==> src/rtl/note_recorder_if.sv <==
// Song RAM write port: one {dur, note} record per strobe.
interface note_recorder_if #(
    parameter int unsigned ADDR_W = 8,
    parameter int unsigned DUR_W  = 12
);
    localparam int unsigned DATA_W = DUR_W + 10;

    logic              wr_en;
    logic [ADDR_W-1:0] wr_addr;
    logic [DATA_W-1:0] wr_data;

    modport master (output wr_en, wr_addr, wr_data);
    modport slave  (input  wr_en, wr_addr, wr_data);
endinterface

==> src/rtl/note_recorder.sv <==
// Records held piano key patterns as {duration, note} entries into the song RAM,
// closing each take with an all-zero terminator that the playback reader stops on.
module note_recorder #(
    parameter int unsigned CLK_HZ  = 100_000_000,
    parameter int unsigned TICK_MS = 10,
    parameter int unsigned ADDR_W  = 8,
    parameter int unsigned DUR_W   = 12
) (
    input  logic              clk,
    input  logic              rst,
    input  logic              rec_en,
    input  logic [9:0]        pin_note,
    note_recorder_if.master   wr,
    output logic [ADDR_W:0]   rec_len,
    output logic              recording,
    output logic              full
);
    localparam int unsigned NOTE_W    = 10;
    localparam int unsigned DATA_W    = DUR_W + NOTE_W;
    localparam int unsigned LEN_W     = ADDR_W + 1;
    localparam int unsigned TICK_CYC  = CLK_HZ / 1000 * TICK_MS;
    localparam int unsigned CNT_W     = (TICK_CYC > 1) ? $clog2(TICK_CYC) : 1;
    localparam int unsigned LAST_SLOT = (2 ** ADDR_W) - 1;
    localparam logic [DUR_W-1:0] DUR_MAX = '1;

    typedef enum logic [2:0] {IDLE, ARM, CAPTURE, FLUSH, TERM} state_t;

    state_t state, next_state;

    logic [1:0]        rec_sync;
    logic              rec_en_q;
    logic [NOTE_W-1:0] note_s1, note_s2, note_d;

    logic [NOTE_W-1:0] cur, cur_n;
    logic [DUR_W-1:0]  dur, dur_n, dur_eff;
    logic [CNT_W-1:0]  cnt, cnt_n;
    logic              tick_wrap, note_chg, room;
    logic [LEN_W-1:0]  count_eff;
    logic              we_n, rec_n, rec_strobe, recording_n;
    logic [DATA_W-1:0] wdata_n;

    // Two-flop synchronisers; note_d aligns the key path with the rec_en edge detect.
    always_ff @(posedge clk) begin
        if (rst) begin
            rec_sync <= '0;
            rec_en_q <= 1'b0;
            note_s1  <= '0;
            note_s2  <= '0;
            note_d   <= '0;
        end else begin
            rec_sync <= {rec_sync[0], rec_en};
            rec_en_q <= rec_sync[1];
            note_s1  <= pin_note;
            note_s2  <= note_s1;
            note_d   <= note_s2;
        end
    end

    always_ff @(posedge clk) begin
        if (rst) state <= IDLE;
        else     state <= next_state;
    end

    // A tick completing on this edge is credited to the record closed on this edge.
    assign tick_wrap = (cnt == CNT_W'(TICK_CYC - 1));
    assign dur_eff   = dur + DUR_W'(tick_wrap);
    assign note_chg  = (note_d != cur);
    assign count_eff = rec_len + LEN_W'(rec_strobe);
    assign room      = (count_eff < LEN_W'(LAST_SLOT));

    always_comb begin
        next_state = state;
        cur_n      = cur;
        dur_n      = dur;
        cnt_n      = cnt;
        we_n       = 1'b0;
        rec_n      = 1'b0;
        wdata_n    = '0;

        case (state)
            IDLE: begin
                if (rec_sync[1] && !rec_en_q) next_state = ARM;
            end
            ARM: begin
                cur_n      = note_d;
                dur_n      = '0;
                cnt_n      = '0;
                next_state = CAPTURE;
            end
            CAPTURE: begin
                cnt_n = tick_wrap ? '0 : cnt + CNT_W'(1);
                if (note_chg) begin
                    // Patterns shorter than one tick are dropped as glitches.
                    if (dur_eff != '0 && room) begin
                        we_n    = 1'b1;
                        rec_n   = 1'b1;
                        wdata_n = {dur_eff, cur};
                    end
                    cur_n = note_d;
                    dur_n = '0;
                    cnt_n = '0;
                end else if (tick_wrap) begin
                    if (dur_eff == DUR_MAX) begin
                        if (room) begin
                            we_n    = 1'b1;
                            rec_n   = 1'b1;
                            wdata_n = {DUR_MAX, cur};
                        end
                        dur_n = '0;
                    end else begin
                        dur_n = dur_eff;
                    end
                end
                if (!rec_sync[1] || !room) next_state = FLUSH;
            end
            FLUSH: begin
                if (dur_eff != '0 && room) begin
                    we_n    = 1'b1;
                    rec_n   = 1'b1;
                    wdata_n = {dur_eff, cur};
                end
                next_state = TERM;
            end
            TERM: begin
                we_n       = 1'b1;
                next_state = IDLE;
            end
            default: next_state = IDLE;
        endcase

        // Held through the terminator strobe so the LED spans every write of the take.
        recording_n = (next_state != IDLE) || (state == TERM);
    end

    always_ff @(posedge clk) begin
        if (rst) begin
            cur        <= '0;
            dur        <= '0;
            cnt        <= '0;
            rec_strobe <= 1'b0;
            wr.wr_en   <= 1'b0;
            wr.wr_addr <= '0;
            wr.wr_data <= '0;
            rec_len    <= '0;
            full       <= 1'b0;
            recording  <= 1'b0;
        end else begin
            cur        <= cur_n;
            dur        <= dur_n;
            cnt        <= cnt_n;
            rec_strobe <= rec_n;
            wr.wr_en   <= we_n;
            wr.wr_data <= wdata_n;
            recording  <= recording_n;
            // Address and length advance after each record strobe; the terminator does not count.
            if (state == ARM) begin
                wr.wr_addr <= '0;
                rec_len    <= '0;
                full       <= 1'b0;
            end else if (rec_strobe) begin
                wr.wr_addr <= wr.wr_addr + ADDR_W'(1);
                rec_len    <= rec_len + LEN_W'(1);
                full       <= ((rec_len + LEN_W'(1)) == LEN_W'(LAST_SLOT));
            end
        end
    end
endmodule

==> src/flat_wrapper.sv <==
// flat-port wrapper written by rule: the top's interface ports become plain ports
module note_recorder_flat 
#(
    parameter int unsigned CLK_HZ  = 100_000_000,
    parameter int unsigned TICK_MS = 10,
    parameter int unsigned ADDR_W  = 8,
    parameter int unsigned DUR_W   = 12
)
  (clk, rst, rec_en, pin_note, rec_len, recording, full, wr_wr_en, wr_wr_addr, wr_wr_data);
  note_recorder_if #(.ADDR_W(ADDR_W), .DUR_W(DUR_W)) wr_i ();
  input  logic clk;
  input  logic rst;
  input  logic rec_en;
  input  logic [9:0] pin_note;
  output logic [ADDR_W:0] rec_len;
  output logic recording;
  output logic full;
  output wire logic [$bits(wr_i.wr_en)-1:0] wr_wr_en;
  output wire logic [$bits(wr_i.wr_addr)-1:0] wr_wr_addr;
  output wire logic [$bits(wr_i.wr_data)-1:0] wr_wr_data;
  assign wr_wr_en = wr_i.wr_en;
  assign wr_wr_addr = wr_i.wr_addr;
  assign wr_wr_data = wr_i.wr_data;
  note_recorder #(.CLK_HZ(CLK_HZ), .TICK_MS(TICK_MS), .ADDR_W(ADDR_W), .DUR_W(DUR_W)) u_core (.clk(clk), .rst(rst), .rec_en(rec_en), .pin_note(pin_note), .wr(wr_i), .rec_len(rec_len), .recording(recording), .full(full));
endmodule
==> config.mk <==
export PLATFORM = sky130hd
export DESIGN_NAME = note_recorder_flat
export DESIGN_NICKNAME = d
export VERILOG_FILES = /design/src/rtl/note_recorder_if.sv /design/src/rtl/note_recorder.sv /design/src/flat_wrapper.sv
export SDC_FILE = /design/constraint.sdc
export NUM_CORES = 1
export LEC_CHECK = 0
export CAP_MARGIN = 20
export CORE_UTILIZATION = 50
export CTS_BUF_LIST = sky130_fd_sc_hd__clkbuf_8
export CTS_CLUSTER_DIAMETER = 60
export DETAILED_ROUTE_END_ITERATION = 10
export PLACE_DENSITY = 0.72
export SYNTH_ARGS = -nofsm -noshare
export SYNTH_HDL_FRONTEND = slang
export SYNTH_SLANG_ARGS = --single-unit
==> constraint.sdc <==
create_clock -name clk -period 4.3 [get_ports clk]
set_clock_uncertainty 0.1 [all_clocks]
set_input_delay 0.645 -clock clk [delete_from_list [all_inputs] [get_ports clk]]
set_output_delay 0.645 -clock clk [all_outputs]
set_load 0.03 [all_outputs]
==> flow_summary_export.csv, run 1 <==
group,metric,value,unit
clock_tree,cts_buffer_depth,2,
timing,fmax,0.260,GHz
timing,finalSetupTns,0,ns
clock_tree,cts_buffers,17,
power_and_ir_drop,peakVddDrop,0.260,mV
routing,vias,4066,
synthesis,synth_ff_type,"dfxtp_1",
grt,grt_remaining_overflow,0,
worst_setup_path,crit_top_cell,"ha_1",
worst_setup_path,r2r_end,"u_core.wr.wr_data[10]",
routing,met3WireLength,432,um
worst_setup_path,crit_arrival,4.06,ns
timing,fin_crit,3.84,ns
synthesis,synth_area,5210,um2
synthesis,synthTopCellsByArea,"dfxtp_1 (46%), xnor2_1 (4.7%), xor2_1 (4.5%)",
clock_tree,holdBufCountCts,0,
placement,io_buffer_count,54,
final_layout,syn_to_final_growth,19.1,%
final_layout,antenna_cells,0,
worst_setup_path,regToRegStartpoint,"u_core.cnt[8]",
die,ios,55,
synthesis,yosysUniqueCellTypes,63,
clock_tree,cts_tree,"yes",
worst_setup_path,reg2reg_slack,0.46,ns
routing,drt-met1-wl,4960,um
synthesis,synthCells,558,
worst_setup_path,crit_slowest_cell,"or4b_1",
synthesis,synth_nets,579,
clock_tree,htreeDepth,4,
timing,worst_slew_pin_slew,0.959,ns
worst_setup_path,r2r_cells,12,
worst_hold_path,hp-start,"u_core.note_s1[0]",
die,die_w,104,um
final_layout,drive_above_1_share,8.91,%
synthesis,synth.most_common_cell,"dfxtp_1",
synthesis,yosys_register_bits,121,
die,coreArea,9950,um2
worst_setup_path,slowest_delay,0.56,ns
flow_run,maxCapViolCount,0,
clock_tree,clkTransAtPathRegs,0.08,ns
placement,dpl_worst_slack,0.525,ns
routing,ant_nets,0,
routing,vias_per_cell,5.42,
worst_hold_path,hold_class,"reg -> reg",
power_and_ir_drop,power_density,354,nW/um2
synthesis,ys_warn_count,0,
die,die_h,104,um
timing,rsz0062_at_grt,"false",
final_layout,ff_latch_area,2420,um2
routing,routed_wl,10800,um
worst_setup_path,path_max_fanout,10,
worst_setup_path,cp_top_family,"simple AND/OR/NAND/NOR gates",
routing,post_drt_wl_per_cell,14.5,um
clock_tree,cts_resized,0,
synthesis,synth-edff-count,0,
die,dieArea,10800,um2
placement,dpl.hpwl,7550,um
worst_hold_path,holdPathStages,1,
timing,fin_crit_sh,89.3,%
worst_setup_path,cp-end-kind,"register",
timing,finalHoldViolations,0,
worst_setup_path,startpoint_type,"register",
clock_tree,clock-sinks,121,
synthesis,synth_common_cells,"dfxtp_1 (121), nor2_1 (61), nand2_1 (39)",
routing,drt_first_pass_iters,5,
die,placementRows,36,
grt,grt_pass1_vias,3821,
synthesis,seq_area_frac_synth,46.5,%
power_and_ir_drop,leakage,2.18,nW
routing,drc,0,
worst_setup_path,required,4.52,ns
outcome,status,"completed",
routing,drt_iter0_drc,145,
timing,setup_ws,0.461,ns
final_layout,fillers,848,
final_layout,multi_input_area,2640,um2
synthesis,synth_largest_area_cell,"dfxtp_1",
routing,highest_layer,"met4",
grt,track_usage,20.8,%
timing,setup_viol,0,
routing,met2WireLength,5260,um
final_layout,layout.nets,625,
worst_setup_path,crit_buf_inv,1,
grt,grt_pass1_wl,18200,um
synthesis,synthArstFlopShare,0,%
timing,max-slew-margin-rel,35.9,%
clock_tree,cts_setup_buffers,0,
clock_tree,cts_root_buf,"clkbuf_8",
worst_setup_path,path_class,"reg -> reg",
timing,maxSlewViolCount,0,
worst_setup_path,cp_cell_sequence,"or4b_1 -> nor3_1 -> and4_1 -> ha_1 -> ha_1 -> and3_1 -> a32oi_1 -> o22a_1 -> nor2_2 -> a22oi_1 -> buf_4 -> nor3b_1",
placement,gp_congestion,0.903,
clock_tree,clk_latency,0.42,ns
die,initial_core_util,52.4,%
synthesis,postSynthAreaPerCell,9.34,um2
grt,antenna_found_initial,0,
worst_hold_path,hold_end,"u_core.note_s2[0]",
grt,grt_max_degree,52,
synthesis,synth_top_area_share,46.5,%
-- sequential cells by signal (all words and copies together) (netlist names), 3 cells and up --
name,flops
u_core.note_s1,10
u_core.dur,12
u_core.rec_len,9
u_core.wr.wr_data,22
u_core.cnt,20
u_core.note_s2,10
u_core.wr.wr_addr,8
u_core.state,3
u_core.note_d,10
u_core.cur,10
-- kinds of logic after synthesis --
logic type | after synthesis | synth area share, %
compound gates | 60 | 8.38
xor+xnor | 55 | 9.24
fa+ha+maj | 8 | 1.92
buf+inv | 38 | 2.95
flops | 121 | 46.5
mux | 13 | 2.52
simple gates | 263 | 28.5
-- per-layer routing --
metal,GRT usage [%],vias to the layer above
met5,0,-
met4,8.88,0
met2,34.6,95
met3,5.14,16
met1,25.6,1910
li1,-,2045
-- area by class of cell --
cell class	count	share of cell area, %
Multi-Input combinational cell	399	42.5
Sequential cell	121	39.0
Timing Repair Buffer	60	9.35
Clock buffer	17	3.77
Tap cell	133	2.68
Clock inverter	15	2.40
Inverter	5	0.302
-- stage by stage --
step	utilization (%)	power [mW]	instances	instance area (um2)	hold WS (ns)
finish	62.4	2.20	750	6210	0.339
global route	62.4	2.29	750	6210	0.364
CTS	62.4	2.22	750	6210	0.343
detailed placement	58.5	1.26	718	5820	0.322
global placement	58.5	1.26	718	5820	0.316
floorplan	-	1.23	558	5210	0.314
-- power breakdown --
group | leakage [nW] | internal (mW) | switching (mW)
logic | 1.01 | 0.0358 | 0.0573
registers | 0.980 | 1.13 | 0.00690
clock network | 0.190 | 0.432 | 0.533
total | 2.18 | 1.60 | 0.597
-- worst max path at each step --
stage | start | endpoint | slack (ns) | cells after the start
final | u_core.cnt[8] | u_core.wr.wr_data[10] | 0.46 | 12
after detailed placement | u_core.cnt[8] | u_core.wr.wr_data[10] | 0.53 | 12
after floorplan | u_core.cnt[8] | u_core.wr.wr_data[1] | 0.96 | 14
after CTS | u_core.cnt[8] | u_core.wr.wr_data[10] | 0.51 | 12
after global routing | u_core.cnt[8] | u_core.wr.wr_data[8] | 0.11 | 12
after global placement | u_core.cnt[8] | u_core.wr.wr_data[6] | 0.70 | 12
-- cells in the final DEF (no fill, tap or decap), types with 3 or more instances in the layout --
master and n:
nand3_1 15, nor3b_1 15, a22oi_1 3, nor2b_1 36, nand4b_1 3, nor4_1 4, nand3b_1 4, xnor2_1 28
o21ai_0 7, o2111ai_1 3, or3_1 5, a21o_1 3, nand2b_1 7, a21oi_1 11, nor2_1 61, ha_1 8
inv_1 4, nand2_1 39, and4_1 6, dfxtp_1 121, inv_8 5, inv_6 4, clkdlybuf4s50_1 53, buf_4 6
clkinv_4 3, a22o_1 3, and3_1 7, mux2i_1 12, xor2_1 27, a211oi_1 5, nor3_1 20, clkbuf_8 17
nand4_1 26
Note: power is estimated with default switching activity, not from simulation.
==> inputs of run 2 (changes only) <==
- CORE_UTILIZATION: 50 -> 35
- PLACE_DENSITY: 0.72 -> unset
- clock period: 4.3 -> 3.2 ns (I/O delays scaled with it)
==> flow_summary_export.csv, run 2 (synthesized netlist as in run 1, its figures left out) <==
group,metric,value,unit
worst_setup_path,crit_slowest_cell,"or4b_4",
grt,antenna_found_initial,0,
timing,maxSlewViolCount,0,
grt,use_met3,4.53,%
clock_tree,cts_buffer_depth,2,
timing,fin_crit_sh,98.1,%
final_layout,multi_input_area,2840,um2
worst_setup_path,required,3.44,ns
placement,dpl.hpwl,8520,um
routing,routed_wl,12000,um
worst_setup_path,crit_arrival,3.38,ns
clock_tree,clk_latency,0.43,ns
worst_hold_path,hold_end,"u_core.state[1]",
worst_setup_path,regToRegStartpoint,"u_core.cnt[10]",
worst_hold_path,hold_class,"in -> reg",
final_layout,layout.nets,659,
timing,setup_viol,0,
clock_tree,clkTransAtPathRegs,0.07,ns
flow_run,maxCapViolCount,0,
final_layout,largest_reg_flops,22,
worst_setup_path,cp_cell_sequence,"or4b_4 -> nor3_4 -> and4_4 -> ha_4 -> buf_6 -> nand4_1 -> nor3_2 -> o2111ai_2 -> nor2_4 -> a22oi_2 -> buf_6 -> buf_8 -> a211oi_1",
routing,drt_first_pass_iters,4,
worst_setup_path,startpoint_type,"register",
power_and_ir_drop,p_clk_share,43.4,%
grt,grt_remaining_overflow,0,
die,coreArea,14500,um2
final_layout,layout_common_cells,"dfxtp_1 (120), nor2_1 (61), clkdlybuf4s50_1 (53)",
final_layout,ff_latch_area,2420,um2
power_and_ir_drop,leakage,2.41,nW
grt,grt_pass1_vias,3917,
placement,dpl_worst_slack,-0.0595,ns
clock_tree,cts_root_buf,"clkbuf_8",
final_layout,fillers,1430,
grt,grtUsageMet1,20.3,%
final_layout,fin_util,46.4,%
worst_setup_path,crit_buf_inv,3,
final_layout,drive_above_1_share,18.6,%
die,initial_core_util,35.9,%
power_and_ir_drop,peakVddDrop,0.414,mV
die,dieArea,15400,um2
power_and_ir_drop,swShare,23.3,%
worst_setup_path,crit_top_cell,"buf_6",
routing,ant_nets,0,
worst_setup_path,reg2reg_slack,0.06,ns
worst_setup_path,r2r_cells,13,
final_layout,syn_to_final_growth,29.4,%
outcome,status,"completed",
final_layout,mostFrequentLayoutCell,"dfxtp_1",
worst_setup_path,cp_top_family,"simple AND/OR/NAND/NOR gates",
timing,fin_crit,3.14,ns
timing,setup_ws,0.0601,ns
die,die_h,124,um
routing,post_drt_wl_per_cell,14.4,um
grt,grt_pass1_wl,19400,um
timing,fmax,0.318,GHz
grt,grt.met2_usage,27.3,%
worst_setup_path,cp-end-kind,"register",
power_and_ir_drop,sequentialPowerShare,52.2,%
routing,drc,0,
die,placementRows,44,
grt,grt_max_degree,50,
routing,vias,4206,
final_layout,antenna_cells,0,
power_and_ir_drop,power.switching,0.685,mW
final_layout,top_register,"u_core.wr.wr_data",
timing,rsz0062_at_grt,"true",
routing,vias_per_cell,5.04,
final_layout,reg_top3,"u_core.wr.wr_data: 22 flops, u_core.cnt: 20 flops, u_core.dur: 12 flops",
power_and_ir_drop,p_int,2.26,mW
timing,worst_slew_pin_slew,0.660,ns
worst_setup_path,slowest_delay,0.55,ns
routing,drt_iter0_drc,213,
worst_hold_path,hp-start,"rst",
worst_hold_path,holdPathStages,2,
worst_setup_path,path_class,"reg -> reg",
die,ios,55,
timing,max-slew-margin-rel,55.9,%
die,die_w,124,um
worst_setup_path,r2r_end,"u_core.wr.wr_data[18]",
power_and_ir_drop,pwr-share-comb,4.4,%
clock_tree,htreeDepth,4,
grt,track_usage,16.6,%
clock_tree,clock-sinks,121,
placement,gp_congestion,0.875,
clock_tree,cts_tree,"yes",
clock_tree,cts_buffers,17,
timing,finalHoldViolations,0,
worst_setup_path,path_max_fanout,8,
placement,io_buffer_count,54,
power_and_ir_drop,power_density,436,nW/um2
grt,busiest_layer,"met2",
run 2: cell type report:
cell class	count	area share [%]
clock buffers	17	3.47
clock inverters	15	2.04
inverters	5	0.278
multi-input cells	399	42.0
flip-flops and latches	121	35.9
well taps	184	3.41
repair buffers	94	12.8
run 2: worst register-to-register path: cells and delay by family (launching register included):
kind,cells,cell delay [ns]
buf+inv,3,0.38
fa+ha+maj,1,0.17
compound gates,3,0.46
flops,1,0.32
simple gates,6,1.62
run 2: metrics by stage:
stage / total power, mW / hold slack [ns] / cell area, um2 / std cells / setup TNS [ns]
after floorplan: 1.66 / 0.314 / 5230 / 558 / 0
after global placement: 1.70 / 0.318 / 6130 / 799 / -0.139
after detailed placement: 1.70 / 0.321 / 6130 / 799 / -0.851
after CTS: 2.98 / 0.226 / 6550 / 834 / 0
after global routing: 3.07 / 0.233 / 6750 / 835 / -0.164
final: 2.94 / 0.253 / 6750 / 835 / 0
run 2: repair_timing:
action	in CTS	in global routing
hold buffers	0	0
pin swaps	3	17
cloned	1	0
gates resized for setup	9	40
endpoints found under the setup margin	27	34
buffers inserted	2	1
run 2: worst max-delay path by stage:
stage	startpoint	to	slack, ns	depth (start not counted)
6_report	u_core.cnt[10]	u_core.wr.wr_data[18]	0.06	13
5_1_grt	u_core.cnt[10]	u_core.wr.wr_data[18]	-0.03	13
4_1_cts	u_core.cnt[8]	u_core.wr.wr_data[4]	0.003	13
3_5_place_dp	u_core.cnt[8]	u_core.wr.wr_data[5]	-0.06	12
3_3_place_gp	u_core.cnt[8]	u_core.wr.wr_data[6]	-0.01	12
2_1_floorplan	u_core.cnt[8]	u_core.wr.wr_data[14]	0.02	13
run 2: power by group through the flow:
stage	Clock (mW)	Sequential, mW	Combinational [mW]
after floorplan	0	1.57	0.0903
after detailed placement	0	1.57	0.129
after CTS	1.32	1.54	0.129
after global routing	1.39	1.54	0.144
final	1.28	1.54	0.130
after global placement	0	1.57	0.127
run 2: metal layers:
layer,up-vias,wire [um]
met5,-,0
met4,0,260
met3,17,386
met2,88,5890
met1,1990,5480
li1,2111,-
==> inputs of run 3 (changes only) <==
- GPL_TIMING_DRIVEN: unset -> 0
- PLACE_DENSITY: unset -> 0.57
==> flow_summary_export.csv, run 3 (synthesized netlist as in run 1, its figures left out) <==
group,metric,value,unit
outcome,status,"complete, but fails checks",
outcome,violations,"negative setup slack",
worst_setup_path,startpoint_type,"register",
final_layout,largest_reg_flops,22,
clock_tree,htreeDepth,4,
worst_setup_path,crit_buf_inv,4,
timing,setup_viol,21,
final_layout,final_cells,845,
clock_tree,cts_root_buf,"clkbuf_8",
worst_setup_path,critPathLaunch,"u_core.cnt[10]",
routing,routed_wl,12200,um
power_and_ir_drop,power_density,463,nW/um2
die,placementRows,44,
timing,finalSetupTns,-1.22,ns
clock_tree,cts_buffer_depth,2,
power_and_ir_drop,peakVddDrop,0.243,mV
worst_setup_path,crit_arrival,3.46,ns
placement,place_inst,795,
timing,setup_ws,-0.0773,ns
final_layout,syn_to_final_growth,29.9,%
routing,drt_first_pass_iters,4,
timing,rsz0062_at_grt,"true",
routing,drt_iter0_drc,252,
final_layout,layout_common_cells,"dfxtp_1 (117), nor2_1 (60), clkdlybuf4s50_1 (53)",
routing,vias_per_cell,4.96,
worst_setup_path,path_class,"reg -> reg",
timing,maxSlewViolCount,0,
timing,fin_crit_sh,102,%
placement,gp_congestion,0.903,
timing,fin_crit,3.28,ns
clock_tree,cts_tree,"yes",
grt,antenna_found_initial,0,
final_layout,antenna_cells,0,
routing,vias,4187,
final_layout,fillers,1413,
final_layout,drive_above_1_share,15.9,%
timing,finalHoldViolations,0,
worst_setup_path,reg2reg_slack,-0.08,ns
timing,whs,0.335,ns
clock_tree,clkTransAtPathRegs,0.07,ns
die,coreArea,14500,um2
final_layout,mostFrequentLayoutCell,"dfxtp_1",
routing,post_drt_wl_per_cell,14.5,um
worst_setup_path,cp-end-kind,"register",
final_layout,reg_top3,"u_core.wr.wr_data: 22 flops, u_core.cnt: 20 flops, u_core.dur: 12 flops",
clock_tree,cts_buffers,17,
placement,io_buffer_count,53,
worst_setup_path,slowest_delay,0.56,ns
die,ios,55,
grt,grt_pass1_vias,3922,
worst_hold_path,hold_class,"reg -> reg",
worst_setup_path,cp_cell_sequence,"or4b_4 -> nor3_4 -> and4_1 -> buf_6 -> ha_4 -> ha_4 -> buf_6 -> a31oi_2 -> nor4_2 -> nand4_1 -> a22oi_2 -> buf_4 -> buf_6 -> nor3b_1",
worst_setup_path,path_max_fanout,5,
final_layout,layout.nets,670,
die,die_w,124,um
worst_setup_path,required,3.39,ns
placement,dpl.hpwl,8380,um
worst_setup_path,r2r_cells,14,
clock_tree,clk_latency,0.43,ns
power_and_ir_drop,power,3.14,mW
worst_setup_path,r2r_end,"u_core.wr.wr_data[12]",
final_layout,top_register,"u_core.wr.wr_data",
die,dieArea,15400,um2
grt,grt_pass1_wl,19600,um
worst_setup_path,cp_top_family,"simple AND/OR/NAND/NOR gates",
die,initial_core_util,35.9,%
die,die_h,124,um
worst_setup_path,regToRegStartpoint,"u_core.cnt[10]",
grt,track_usage,16.7,%
timing,fmax,0.305,GHz
grt,grt_remaining_overflow,0,
worst_setup_path,path_depth,14,
worst_setup_path,setup.worst_path.end,"u_core.wr.wr_data[12]",
power_and_ir_drop,leakage,2.37,nW
worst_setup_path,crit_slowest_cell,"or4b_4",
worst_setup_path,crit_top_cell,"buf_6",
grt,grt_max_degree,17,
timing,max-slew-margin-rel,49.5,%
flow_run,maxCapViolCount,0,
timing,worst_slew_pin_slew,0.752,ns
routing,drc,0,
routing,ant_nets,0,
clock_tree,clock-sinks,121,
run 3: power breakdown:
part	switching, mW	total (mW)	leakage (nW)	internal (mW)
sequential	0.00805	1.53	0.982	1.53
clock	0.609	1.47	0.212	0.859
combinational	0.0843	0.135	1.17	0.0510
total	0.701	3.14	2.37	2.44
run 3: metal layers:
| metal | vias to the layer above | global-route usage (%) | wire [um] |
|---|---|---|---|
| li1 | 2141 | - | - |
| met1 | 1962 | 20.6 | 5560 |
| met2 | 74 | 27.8 | 6140 |
| met3 | 10 | 3.98 | 411 |
| met4 | 0 | 7.29 | 139 |
| met5 | - | 0 | 0 |
run 3: metrics by stage:
step / utilization [%] / worst slack, ns / area [um2]
6_report: 46.6 / -0.0773 / 6770
5_1_grt: 46.6 / -0.171 / 6770
4_1_cts: 45.5 / -0.126 / 6620
3_5_place_dp: 41.2 / -0.706 / 5990
3_3_place_gp: 41.2 / -0.733 / 5990
2_1_floorplan: - / 0.0213 / 5230
run 3: cell type report:
class / count / area, um2 / share of cell area (%)
multi-input cells: 399 / 2830 / 41.8
clock buffers: 18 / 248 / 3.66
clock inverters: 13 / 179 / 2.64
flip-flops and latches: 121 / 2430 / 35.8
plain buffers: 32 / 150 / 2.22
repair buffers: 73 / 692 / 10.2
well taps: 184 / 230 / 3.40
inverters: 5 / 18.8 / 0.277
run 3: worst min path at each step:
stage	endpoint	from	slack, ns	cells past startpoint
2_1_floorplan	u_core.note_d[0]	u_core.note_s2[0]	0.31	1
3_3_place_gp	u_core.note_s2[9]	u_core.note_s1[9]	0.32	1
3_5_place_dp	u_core.note_d[0]	u_core.note_s2[0]	0.32	1
4_1_cts	u_core.note_d[0]	u_core.note_s2[0]	0.34	1
5_1_grt	u_core.note_d[8]	u_core.note_s2[8]	0.35	1
6_report	u_core.note_d[0]	u_core.note_s2[0]	0.34	1
run 3: what timing repair did:
action / 4_1_cts / 5_1_grt
setup endpoints to repair: 36 / 35
pin swaps: 8 / 12
hold buffers: 0 / 0
buffers inserted: 11 / 6
cloned: 2 / 1
gates resized for setup: 23 / 27
